[config.mk]
export PLATFORM = sky130hd
export DESIGN_NAME = target_tracker
export DESIGN_NICKNAME = d
export VERILOG_FILES = /design/src/rtl/target_tracker.sv
export SDC_FILE = /design/constraint.sdc
export NUM_CORES = 1
export LEC_CHECK = 0
export ABC_AREA = 1
export ABC_CLOCK_PERIOD_IN_PS = 7880
export BUFFER_PORTS_ARGS = -buffer_cell sky130_fd_sc_hd__buf_2
export CAP_MARGIN = 5
export CORE_MARGIN = 2
export CORE_UTILIZATION = 46
export CTS_CLUSTER_DIAMETER = 60
export DETAILED_ROUTE_END_ITERATION = 12
export GPL_TIMING_DRIVEN = 0
export PLACE_DENSITY_LB_ADDON = 0.3
export SYNTH_ARGS = -nofsm -noshare
export SYNTH_HDL_FRONTEND = slang
export SYNTH_SLANG_ARGS = --single-unit
[constraint.sdc]
create_clock -name VGA_CLK -period 7.88 [get_ports VGA_CLK]
set_input_delay 1.182 -clock VGA_CLK [delete_from_list [all_inputs] [get_ports VGA_CLK]]
set_output_delay 1.182 -clock VGA_CLK [all_outputs]
set_load 0.02 [all_outputs]
[src/rtl/target_tracker.sv]
// Frame-rate target tracker: qualifies blob centroids and runs a LOST/ACQUIRE/TRACK lock machine.
// Smooths position with a 1/4-gain filter and issues deadband-limited steering commands.
module target_tracker #(
  parameter int MIN_PIX     = 64,
  parameter int ACQ_FRAMES  = 3,
  parameter int LOST_FRAMES = 8,
  parameter int CENTER_X    = 256,
  parameter int CENTER_Y    = 240,
  parameter int DEADBAND    = 8
) (
  input  logic        VGA_CLK,
  input  logic        reset,
  input  logic        bary_valid,
  input  logic [8:0]  bary_x,
  input  logic [8:0]  bary_y,
  input  logic [17:0] bary_cnt,
  output logic [8:0]  trk_x,
  output logic [8:0]  trk_y,
  output logic [9:0]  err_x,
  output logic [9:0]  err_y,
  output logic        cmd_left,
  output logic        cmd_right,
  output logic        cmd_up,
  output logic        cmd_down,
  output logic        locked,
  output logic [1:0]  state,
  output logic        cmd_valid
);

  localparam logic [1:0] ST_LOST    = 2'd0;
  localparam logic [1:0] ST_ACQUIRE = 2'd1;
  localparam logic [1:0] ST_TRACK   = 2'd2;

  localparam logic [7:0]        ACQ_N   = 8'(ACQ_FRAMES);
  localparam logic [7:0]        LOST_N  = 8'(LOST_FRAMES);
  localparam logic [8:0]        CX      = 9'(CENTER_X);
  localparam logic [8:0]        CY      = 9'(CENTER_Y);
  localparam logic signed [9:0] DB_POS  = 10'(DEADBAND);
  localparam logic signed [9:0] DB_NEG  = -DB_POS;
  localparam logic [17:0]       MIN_CNT = 18'(MIN_PIX);

  logic [1:0] state_q, state_d;
  logic [8:0] trk_x_q, trk_x_d, trk_y_q, trk_y_d;
  logic [9:0] err_x_q, err_x_d, err_y_q, err_y_d;
  logic [7:0] acq_cnt_q, acq_cnt_d, miss_cnt_q, miss_cnt_d;
  logic [3:0] cmd_q, cmd_d;  // {left, right, up, down}
  logic       cmd_valid_q, cmd_valid_d;

  logic              hit;
  logic signed [9:0] diff_x, diff_y;
  logic signed [9:0] step_x, step_y;
  logic [9:0]        filt_x, filt_y;
  logic [9:0]        pos_x, pos_y;

  assign hit = (bary_cnt >= MIN_CNT) && (bary_y <= 9'd479);

  // Position stays inside 0..511, so the 10-bit sum never wraps and bit 9 is always 0.
  assign diff_x = $signed({1'b0, bary_x}) - $signed({1'b0, trk_x_q});
  assign diff_y = $signed({1'b0, bary_y}) - $signed({1'b0, trk_y_q});
  assign step_x = diff_x >>> 2;
  assign step_y = diff_y >>> 2;
  assign filt_x = {1'b0, trk_x_q} + step_x;
  assign filt_y = {1'b0, trk_y_q} + step_y;

  always_comb begin
    // NOTE: every value driven here gets a hold default first, so no path can infer a latch.
    state_d     = state_q;
    acq_cnt_d   = acq_cnt_q;
    miss_cnt_d  = miss_cnt_q;
    pos_x       = {1'b0, trk_x_q};
    pos_y       = {1'b0, trk_y_q};
    err_x_d     = err_x_q;
    err_y_d     = err_y_q;
    cmd_d       = cmd_q;
    cmd_valid_d = 1'b0;

    if (bary_valid) begin
      cmd_valid_d = 1'b1;
      case (state_q)
        ST_LOST: begin
          if (hit) begin
            pos_x     = {1'b0, bary_x};
            pos_y     = {1'b0, bary_y};
            state_d   = ST_ACQUIRE;
            acq_cnt_d = 8'd1;
          end
        end
        ST_ACQUIRE: begin
          if (hit) begin
            pos_x     = filt_x;
            pos_y     = filt_y;
            acq_cnt_d = acq_cnt_q + 8'd1;
            if (acq_cnt_d >= ACQ_N) state_d = ST_TRACK;
          end else begin
            state_d   = ST_LOST;
            acq_cnt_d = 8'd0;
          end
        end
        ST_TRACK: begin
          if (hit) begin
            pos_x      = filt_x;
            pos_y      = filt_y;
            miss_cnt_d = 8'd0;
          end else begin
            if (miss_cnt_q != 8'hFF) miss_cnt_d = miss_cnt_q + 8'd1;
            if (miss_cnt_d >= LOST_N) begin
              state_d    = ST_LOST;
              miss_cnt_d = 8'd0;
              acq_cnt_d  = 8'd0;
            end
          end
        end
        default: begin
          state_d    = ST_LOST;
          acq_cnt_d  = 8'd0;
          miss_cnt_d = 8'd0;
        end
      endcase

      err_x_d = pos_x - {1'b0, CX};
      err_y_d = pos_y - {1'b0, CY};

      // Commands follow the post-update state, so the lock cycle already steers.
      cmd_d = 4'b0000;
      if (state_d == ST_TRACK) begin
        cmd_d[3] = $signed(err_x_d) < DB_NEG;
        cmd_d[2] = $signed(err_x_d) > DB_POS;
        cmd_d[1] = $signed(err_y_d) < DB_NEG;
        cmd_d[0] = $signed(err_y_d) > DB_POS;
      end
    end

    trk_x_d = pos_x[8:0];
    trk_y_d = pos_y[8:0];
  end

  // NOTE: sequential state uses non-blocking assignments so all flops update together on the edge.
  always_ff @(posedge VGA_CLK) begin
    if (reset) begin
      state_q     <= ST_LOST;
      trk_x_q     <= CX;
      trk_y_q     <= CY;
      err_x_q     <= 10'd0;
      err_y_q     <= 10'd0;
      acq_cnt_q   <= 8'd0;
      miss_cnt_q  <= 8'd0;
      cmd_q       <= 4'b0000;
      cmd_valid_q <= 1'b0;
    end else begin
      state_q     <= state_d;
      trk_x_q     <= trk_x_d;
      trk_y_q     <= trk_y_d;
      err_x_q     <= err_x_d;
      err_y_q     <= err_y_d;
      acq_cnt_q   <= acq_cnt_d;
      miss_cnt_q  <= miss_cnt_d;
      cmd_q       <= cmd_d;
      cmd_valid_q <= cmd_valid_d;
    end
  end

  assign trk_x     = trk_x_q;
  assign trk_y     = trk_y_q;
  assign err_x     = err_x_q;
  assign err_y     = err_y_q;
  assign cmd_left  = cmd_q[3];
  assign cmd_right = cmd_q[2];
  assign cmd_up    = cmd_q[1];
  assign cmd_down  = cmd_q[0];
  assign locked    = (state_q == ST_TRACK);
  assign state     = state_q;
  assign cmd_valid = cmd_valid_q;

endmodule
# [Word-level counts from Yosys, hierarchy flattened]
# Index checks and enable logic that the tools add are counted.
[totals] mem_count=0 wordCells=68 in_bits=39 latchBits=0 rom_bits=0 ram_bits=0 ff_bits=61
[op_classes] mul=0 add_sub_neg=8 bitwise_logic=1 reduce_logical=6 magnitude_cmp=8 div=0 n_eq_ne=7 shifts=0 n_mux=29
[ops] cell="$mux 8" n=10
[ops] cell="$mux 10" n=4
[ops] cell="$pmux 10 s2" n=2
[ops] cell="$pmux 8 s3" n=1
[ops] cell="$add 9x10->10" n=2
[ops] cell="$gt 10x5->1 const B" n=2
[ops] cell="$lt 10x4->1 const B" n=2
[ops] cell="$sub 9x9->10" n=2
[ops] cell="$ge 18x7->1 const B" n=1
[ops] cell="$mux 9" n=2
[ops] cell="$add 8x1->8 const B" n=2
[ops] cell="$pmux 8 s2" n=1
[ops] cell="$mux 2" n=6
[ops] cell="$sub 10x8->10 const B" n=1
[ops] cell="$sub 10x9->10 const B" n=1
[ops] cell="$le 9x9->1 const B" n=1
[ops] cell="$ge 8x2->1 const B" n=1
[ops] cell="$ge 8x4->1 const B" n=1
[ops] cell="$ne 8x8->1 const B" n=1
[ops] cell="$pmux 2 s3" n=1
[ops] cell="$eq 2x2->1 const B" n=2
[ops] cell="$mux 4" n=1
[ops] cell="$ne 2x2->1 const B" n=2
[ops] cell="$reduce_and 4->1" n=1
[ops] cell="8 further kinds" n=9

# [Longest topological paths before layout]
# Gate-level depths: netlist of the first run.
[logic_depth] word_depth=12 mapped_depth=35 ltp_nobuf=35

# [Worst setup path before layout of the first run]
# OpenSTA, ideal clock, no wires.
[synth_path] path_kind="input-to-reg" from="in bary_x[1]" to="reg cmd_q[2]" setup_ns=0.132 path_buffers=0 stages=34 t_arrival_ns=4.317 path_slack_ns=3.431 path_cell_list="ha_1 > o21ai_1 > nand2_1 > nand2_1 > nand2_1 > nand2_1 > nand2_1 > nand2_1 > nand2_1 > nand2_1 > nand2_1 > nand2_1 > nand2_1 > nand2_1 > nand2_1 > xnor2_1 > inv_1 > ha_1 > nand2_1 > nor2_1 > nand2_1 > nand2_1 > nand2_1 > a21oi_1 > nor2_1 > xnor2_1 > nand2_1 > ha_1 > nor2_1 > nand2_1 > nor2_1 > nand4_1 > nand3_1 > a21oi_1"
[synth_between] elab_chain_len=8
[synth_rtl] element="start: declaration" line_no="14" rtl="input logic [8:0] bary_x,"
[synth_rtl] element="$sub 9x9->10" line_no="58" rtl="assign diff_x = $signed({1'b0, bary_x}) - $signed({1'b0, trk_x_q});"
[synth_rtl] element="$add 9x10->10" line_no="62" rtl="assign filt_x = {1'b0, trk_x_q} + step_x;"
[synth_rtl] element="$mux 10" line_no="89, 100"
[synth_rtl] element="$pmux 10 s2 *" line_no="79" rtl="case (state_q)"
[synth_rtl] element="$mux 10 *" line_no="77" rtl="if (bary_valid) begin"
[synth_rtl] element="$sub 10x9->10 *" line_no="120" rtl="err_x_d = pos_x - {1'b0, CX};"
[synth_rtl] element="$gt 10x5->1 *" line_no="127" rtl="cmd_d[2] = $signed(err_x_d) > DB_POS;"
[synth_rtl] element="$mux 4 *" line_no="125" rtl="if (state_d == ST_TRACK) begin"
[synth_rtl] element="end signal: assignment" line_no="157" rtl="cmd_q <= cmd_d;"
[synth_rtl] element="end: declaration" line_no="46" rtl="logic [3:0] cmd_q, cmd_d;"
# Every way passes the cells marked *; elsewhere a longest branch is shown, timed or not. The select of a mux whose other input is x is not followed.
# A chain may end at the register's enable or synchronous reset.

# [Worst setup path after layout of the first run]
# Ends and elaborated chain as after synthesis.

==> impl_metrics.env, run 1 <==
export IMPL_cts_inserted_buffers=5
export IMPL_num_nets_final=908
export IMPL_slowest_cell_on_the_critical_path="ha_1"
export IMPL_synth_largest_area_cell="dfxtp_1"
export IMPL_die_area_sq_um=11200
export IMPL_r2r_start="trk_x[1]"
export IMPL_final_critical_path_share_of_the_clock_period_pct=61.3
export IMPL_clock_tree_buffer_depth=2
export IMPL_row_count=37
export IMPL_drc=0
export IMPL_critPathArrivalTime_ps=5030
export IMPL_vdd_drop_max_mv=0.0882
export IMPL_cap_viol_max_count=0
export IMPL_post_layout_total_power_mw=1.09
export IMPL_initial_utilization_pct=46.8
export IMPL_grt_overflow=0
export IMPL_dieWidth_microns=106
export IMPL_place_port_buffers=76
export IMPL_clock_sink_count=49
export IMPL_detail_route_wl_per_cell_microns=13.4
export IMPL_vias_per_cell=5.16
export IMPL_track_usage_pct=23.3
export IMPL_timing_critical_path_from="bary_x[1]"
export IMPL_cp_data_required_time_ps=8070
export IMPL_min_delay_start="miss_cnt_q[7]"
export IMPL_netlist_top_cells_area="dfxtp_1 21%, nand2_1 15%, ha_1 12%"
export IMPL_synth_nets=825
export IMPL_synth_ff_type="dfxtp_1"
export IMPL_clock_tree_from_tritoncts="yes"
export IMPL_netlist_area_sq_um=4760
export IMPL_layout_area_overhead_vs_synth_pct=13.5
export IMPL_placedCellCount=949
export IMPL_critical_path_most_common_cell="nand2_1"
export IMPL_clock_skew_ps=8.98
export IMPL_filler_cell_count=1105
export IMPL_finalSetupViolCount=0
export IMPL_ctsHoldBuffers=0
export IMPL_ctsRootBufferMaster="clkbuf_8"
export IMPL_synth_seq_area_share_pct=20.6
export IMPL_post_synth_num_cell_types=48
export IMPL_synth_top_area_share_pct=20.6
export IMPL_dr_total_vias=4939
export IMPL_final_setup_worst_slack_ps=3050
export IMPL_rsz0062_at_grt="false"
export IMPL_timing_critical_path_fanout_max=6
export IMPL_detailedRoute_firstIterationViolations=296
export IMPL_synth_enable_flop_cells=0
export IMPL_mapped_avg_cell_area_sq_um=6.46
export IMPL_critical_path_startpoint_type="primary input"
export IMPL_final_layout_size_suffix_gt1_share_pct=18.1
export IMPL_report_final_slew_viol_count=0
export IMPL_critPathKind="primary input to flop"
export IMPL_gate_count_of_the_mapped_netlist=737
export IMPL_worst_hold_slack_ps=465
export IMPL_run_status="completed"
export IMPL_cts_setup_buffers=0
export IMPL_yosysWarningCount=0
export IMPL_ys_ff_latch=49
export IMPL_grt_pass1_wl_microns=21300
export IMPL_dpl_hpwl_microns=10400
export IMPL_layoutNonFillerInstCount=957
export IMPL_timing_setup_tns_ps=0
export IMPL_firstDrtPassIters=5
export IMPL_die_height_microns=106
export IMPL_finalCriticalPeriod_ps=4830
export IMPL_p_per_area_nw_per_um2=202
export IMPL_power_static_leakage_nw=2.86
export IMPL_stdcell_area_sq_um=5400
export IMPL_insertion_delay_ps=320
export IMPL_layout_core_utilization_pct=53.0
export IMPL_clk_pin_slew_worst_paths_ps=100
export IMPL_fmax_mhz=207
export IMPL_area_after_dpl_sq_um=5310
export IMPL_h_tree_depth=2
export IMPL_n_antenna_cell=0
export IMPL_boundaryPins=85
export IMPL_detailedPlace_worstSlack_ps=2710
export IMPL_hold_viol_final=0
export IMPL_totalWireLength_microns=12800
export IMPL_number_of_antenna_violations_at_the_first_check_in_global_routing=0
export IMPL_hold_path_class="flop to flop"
export IMPL_place_congestion=0.887
export IMPL_max_stage_delay_ps=360
export IMPL_vias_in_the_first_global_route=4505
export IMPL_drtAntennaViolNets=0
export IMPL_max_slew_margin_pct=64.6
export IMPL_worst_pin_slew_ps=531
export IMPL_core_area_sq_um=10200
export IMPL_ff2ff_setup_slack_ps=3470
export IMPL_ys_async_sr_fraction_pct=0
export IMPL_endpoint_kind="flop"
export IMPL_pin_count_of_the_biggest_net_entering_global_routing=17
export IMPL_cts_repair_resize_count=0
## metal layers
metal / wire [microns] / vias to the layer above / track usage [%]
li1: - / 2556 / -
met3: 680 / 16 / 3.09
met5: 0 / - / 0
met2: 5860 / 138 / 39.8
met1: 6130 / 2229 / 31.3
met4: 170 / 0 / 5.08
## placed cells by master, fill, tap and decap left out, drive strengths merged, types with 13 or more instances in the layout
master  instances
a21oi          56
buf            97
clkbuf         16
dfxtp          49
ha             47
inv           107
nand2         204
nand3          54
nand4          13
nor2           58
nor3           13
o21ai          37
xnor2          15
## layout make-up
type | instances | area (sq um) | area share [%]
Clock inverter | 3 | 21.3 | 0.394
Inverter | 107 | 402 | 7.43
Multi-Input combinational cell | 549 | 3170 | 58.6
Buffer | 32 | 211 | 3.91
Tap cell | 136 | 170 | 3.15
Clock buffer | 5 | 68.8 | 1.27
Timing Repair Buffer | 76 | 380 | 7.04
Sequential cell | 49 | 981 | 18.2
## final timing paths
check | to | depth (start not counted)
max reg2reg | cmd_q[2] | 35
min reg2reg | miss_cnt_q[7] | 2
min | miss_cnt_q[7] | 2
max | cmd_q[2] | 35
## critical path, delay by kind of cell
kind | cells | cell delay (ps)
compound gates | 3 | 270
xor+xnor | 2 | 360
fa+ha+maj | 3 | 970
buf+inv | 2 | 170
simple gates | 25 | 2050
## state kept, by name, summed over array words and instances (netlist names)
| register | cells |
|---|---|
| trk_x | 9 |
| err_y | 6 |
| miss_cnt_q | 8 |
| cmd_q | 4 |
| state | 2 |
| cmd_valid | 1 |
| trk_y | 9 |
| acq_cnt_q | 8 |
| err_x | 2 |
## Yosys cell counts (2+ instances only)
cell,number
nand2_1,192
inv_1,97
nand3_1,53
a21oi_1,52
nor2_1,50
dfxtp_1,49
ha_1,47
o21ai_0,28
xnor2_1,15
buf_4,12
clkbuf_1,11
nand4_1,11
nor3_1,11
inv_2,9
nand2_2,9
nor2_2,8
o211ai_1,8
xor2_1,8
a211oi_1,6
o21ai_1,6
buf_2,5
nand3b_1,4
a22o_1,3
a22oi_1,3
a31oi_1,3
nand2_4,3
o211a_1,3
o21ai_2,3
a21oi_2,2
a21oi_4,2
buf_12,2
fa_1,2
nor3_2,2
o21a_1,2
o31ai_1,2
or2_2,2
## power by group
part | internal (mW) | leakage [nW] | switching, mW | total, mW
clock | 0.0632 | 0.0445 | 0.0934 | 0.157
combinational | 0.239 | 2.41 | 0.402 | 0.641
sequential | 0.270 | 0.404 | 0.0245 | 0.294
total | 0.572 | 2.86 | 0.520 | 1.09
## kinds of logic after synthesis
group,share of synthesized area (%)
simple gates,32.8
buf+inv,12.9
compound gates,16.3
fa+ha+maj,13.2
flops,20.6
xor+xnor,4.23
No activity file was read; power rests on OpenSTA's default activity.
==> run 2, diff against run 1 <==
- ABC_AREA: 1 -> 0
- ABC_CLOCK_PERIOD_IN_PS: 7880 -> 4000
- clock period: 7.88 -> 4 ns (I/O delays scaled with it)
==> run 2 against run 1 <==
Critical path type is now flop to flop. Register-to-register slack got worse by 3500 ps. First-iteration DRC count rose by 12%. The flow now finishes with violations (negative setup slack). Core utilization is 7.0 points higher. Via count decreased by 6.0%. Sequential share of layout area is 0.17 points lower. Largest cell class unchanged.
==> impl_metrics.env, run 2 <==
export IMPL_synthMostInstantiatedCell="nor2_1"
export IMPL_multi_input_comb_area_sq_um=3390
export IMPL_finalCriticalPeriod_ps=4050
export IMPL_netlist_top_cells_area="dfxtp_1 22%, ha_1 13%, nor2_1 4.6%"
export IMPL_max_slew_margin_pct=53.2
export IMPL_violations_in_the_final_reports="negative setup slack"
export IMPL_clock_tree_buffer_depth=2
export IMPL_run_status="finished with violations"
export IMPL_vias_per_cell=5.86
export IMPL_synth_area_in_simple_gates_pct=21.3
export IMPL_critPathKind="flop to flop"
export IMPL_final_layout_size_suffix_gt1_share_pct=31.2
export IMPL_clock_tree_from_tritoncts="yes"
export IMPL_critPathArrivalTime_ps=4320
export IMPL_boundaryPins=85
export IMPL_post_synth_xor_area_fraction_pct=5.97
export IMPL_h_tree_depth=2
export IMPL_r2r_start="trk_x[1]"
export IMPL_clock_sink_count=49
export IMPL_p_per_area_nw_per_um2=373
export IMPL_min_delay_start="err_y[4]"
export IMPL_synth_seq_area_share_pct=22.3
export IMPL_report_final_slew_viol_count=0
export IMPL_worst_pin_slew_ps=702
export IMPL_cp_data_required_time_ps=4270
export IMPL_worst_path_dominant_cell_family="compound AO/OA/AOI/OAI gates"
export IMPL_ys_ff_latch=49
export IMPL_place_congestion=0.919
export IMPL_yosysWarningCount=0
export IMPL_detailedRoute_firstIterationViolations=331
export IMPL_clk_pin_slew_worst_paths_ps=100
export IMPL_synth_top_family_by_area="compound AO/OA/AOI/OAI gates"
export IMPL_dr_total_vias=4643
export IMPL_firstDrtPassIters=5
export IMPL_critical_path_startpoint_type="flop"
export IMPL_timing_critical_path_from="trk_x[1]"
export IMPL_commonest_non_fill_non_tap_cells_in_the_layout="79 x buf_2, 53 x nor2_1, 42 x buf_4, 42 x dfxtp_1, 37 x ha_1"
export IMPL_layout_area_overhead_vs_synth_pct=26.6
export IMPL_hold_viol_final=0
export IMPL_final_setup_worst_slack_ps=-50.7
export IMPL_layout_area_seq_sq_um=1000
export IMPL_n_antenna_cell=0
export IMPL_mapped_avg_cell_area_sq_um=8.00
export IMPL_row_count=35
export IMPL_die_area_sq_um=10400
export IMPL_track_usage_pct=25.3
export IMPL_dieWidth_microns=102
export IMPL_synth_compound_area_share_pct=26.2
export IMPL_filler_cell_count=834
export IMPL_timing_critical_path_cells="inv_6, ha_4, a21oi_4, o21bai_4, a21oi_2, o21bai_2, a21oi_2, o21bai_2, a21oi_2, xnor2_1, ha_1, or3_1, o21ai_1, a21oi_2, xor2_1, a31oi_1, a2bb2oi_2, inv_2, ha_4, or3_1, o311ai_1, o31a_1"
export IMPL_synthAdderAreaFrac_pct=14.3
export IMPL_core_area_sq_um=9280
export IMPL_number_of_antenna_violations_at_the_first_check_in_global_routing=0
export IMPL_cap_viol_max_count=0
export IMPL_pin_count_of_the_biggest_net_entering_global_routing=17
export IMPL_finalSetupViolCount=1
export IMPL_num_nets_final=750
export IMPL_mostFrequentLayoutCell="buf_2"
export IMPL_layoutNonFillerInstCount=792
export IMPL_clock_skew_ps=8.39
export IMPL_grt_overflow=0
export IMPL_vias_in_the_first_global_route=4442
export IMPL_fmax_mhz=247
export IMPL_worst_hold_slack_ps=471
export IMPL_initial_utilization_pct=47.4
export IMPL_place_port_buffers=76
export IMPL_hold_path_class="flop to flop"
export IMPL_synth_nets=638
export IMPL_ctsRootBufferMaster="clkbuf_8"
export IMPL_drc=0
export IMPL_post_synth_num_cell_types=73
export IMPL_totalWireLength_microns=13600
export IMPL_gate_count_of_the_mapped_netlist=550
export IMPL_timing_setup_tns_ps=-50.7
export IMPL_dpl_hpwl_microns=9850
export IMPL_cts_inserted_buffers=5
export IMPL_power_static_leakage_nw=2.49
export IMPL_timing_critical_path_fanout_max=4
export IMPL_insertion_delay_ps=320
export IMPL_detail_route_wl_per_cell_microns=17.1
export IMPL_grt_pass1_wl_microns=21000
export IMPL_drtAntennaViolNets=0
export IMPL_netlist_area_sq_um=4400
export IMPL_synth_ff_type="dfxtp_1"
export IMPL_max_stage_delay_ps=380
export IMPL_critical_path_most_common_cell="a21oi_2"
export IMPL_share_of_cell_area_taken_by_muxes_after_synthesis_pct=2.98
export IMPL_synth_enable_flop_cells=0
export IMPL_synth_largest_area_cell="dfxtp_1"
export IMPL_synth_top_area_share_pct=22.3
export IMPL_endpoint_kind="flop"
export IMPL_ctsHoldBuffers=0
export IMPL_critPathBufInv=2
export IMPL_placedCellCount=755
export IMPL_die_height_microns=102
export IMPL_slowest_cell_on_the_critical_path="dfxtp_4"
export IMPL_rsz0062_at_grt="true"
export IMPL_detailedPlace_worstSlack_ps=-699
export IMPL_final_critical_path_share_of_the_clock_period_pct=101
export IMPL_vdd_drop_max_mv=0.211
export IMPL_ys_async_sr_fraction_pct=0
export IMPL_netlist_top_cells_count="54 x nor2_1, 49 x dfxtp_1, 47 x ha_1, 38 x nand2_1"
## run 2: logic make-up after synthesis
| logic type | Yosys count |
|---|---|
| xor gates and xnor gates | 30 |
| and+or+nand+nor | 181 |
| AOI/OAI and AO/OA | 161 |
| DFF | 49 |
| buffers and inverters | 67 |
| adders and majority gates | 49 |
| muxes | 13 |
## run 2: where the power goes
| group | switching, mW | internal (mW) | leakage (nW) |
|---|---|---|---|
| combinational | 0.629 | 0.516 | 2.03 |
| clock | 0.186 | 0.188 | 0.0585 |
| sequential | 0.0391 | 0.521 | 0.406 |
## run 2: path summary, 6_finish.rpt
| kind | depth (start not counted) | to | slack, ps |
|---|---|---|---|
| max | 22 | cmd_q[2] | -50 |
| min reg2reg | 1 | err_y[4] | 470 |
| max reg2reg | 22 | cmd_q[2] | -50 |
| min | 1 | err_y[4] | 470 |
## run 2: area by class of cell
class | count | share of cell area (%)
plain buffers | 31 | 3.03
inverters | 36 | 2.51
multi-input cells | 434 | 60.8
repair buffers | 105 | 10.7
clock inverters | 3 | 0.786
well taps | 129 | 2.90
flip-flops and latches | 49 | 18.0
clock buffers | 5 | 1.23
## run 2: per-layer routing
metal | share of wire (%) | vias up | global-route usage (%)
li1 | - | 2213 | -
met1 | 41 | 2196 | 32.1
met2 | 49 | 190 | 44.7
met3 | 6.7 | 44 | 2.80
met4 | 2.8 | 0 | 8.62
met5 | 0 | - | 0
## run 2: timing repair
item,4_1_cts,5_1_grt
hold endpoints to repair,0,0
setup endpoints to repair,7,7
pin swaps,23,24
gates resized for setup,24,28
buffers inserted,17,12
## run 2: worst reg2reg max path, stage by stage (launching register included)
cell and delay, ps:
dfxtp_4 380, inv_6 40, ha_4 230, a21oi_4 150, o21bai_4 80, a21oi_2 160
o21bai_2 90, a21oi_2 190, o21bai_2 100, a21oi_2 140, xnor2_1 130, ha_1 290
or3_1 320, o21ai_1 120, a21oi_2 70, xor2_1 170, a31oi_1 180, a2bb2oi_2 230
inv_2 80, ha_4 260, or3_1 380, o311ai_1 90, o31a_1 150
## run 2: per-stage QoR
step                      power [mW]  area (sq um)  utilization [%]
after global routing            2.20          5570             60.0
after floorplan                 1.28          4480                -
after global placement          1.48          5020             54.1
final                           2.08          5570             60.0
after detailed placement        1.51          5020             54.1
after CTS                       1.95          5340             57.5
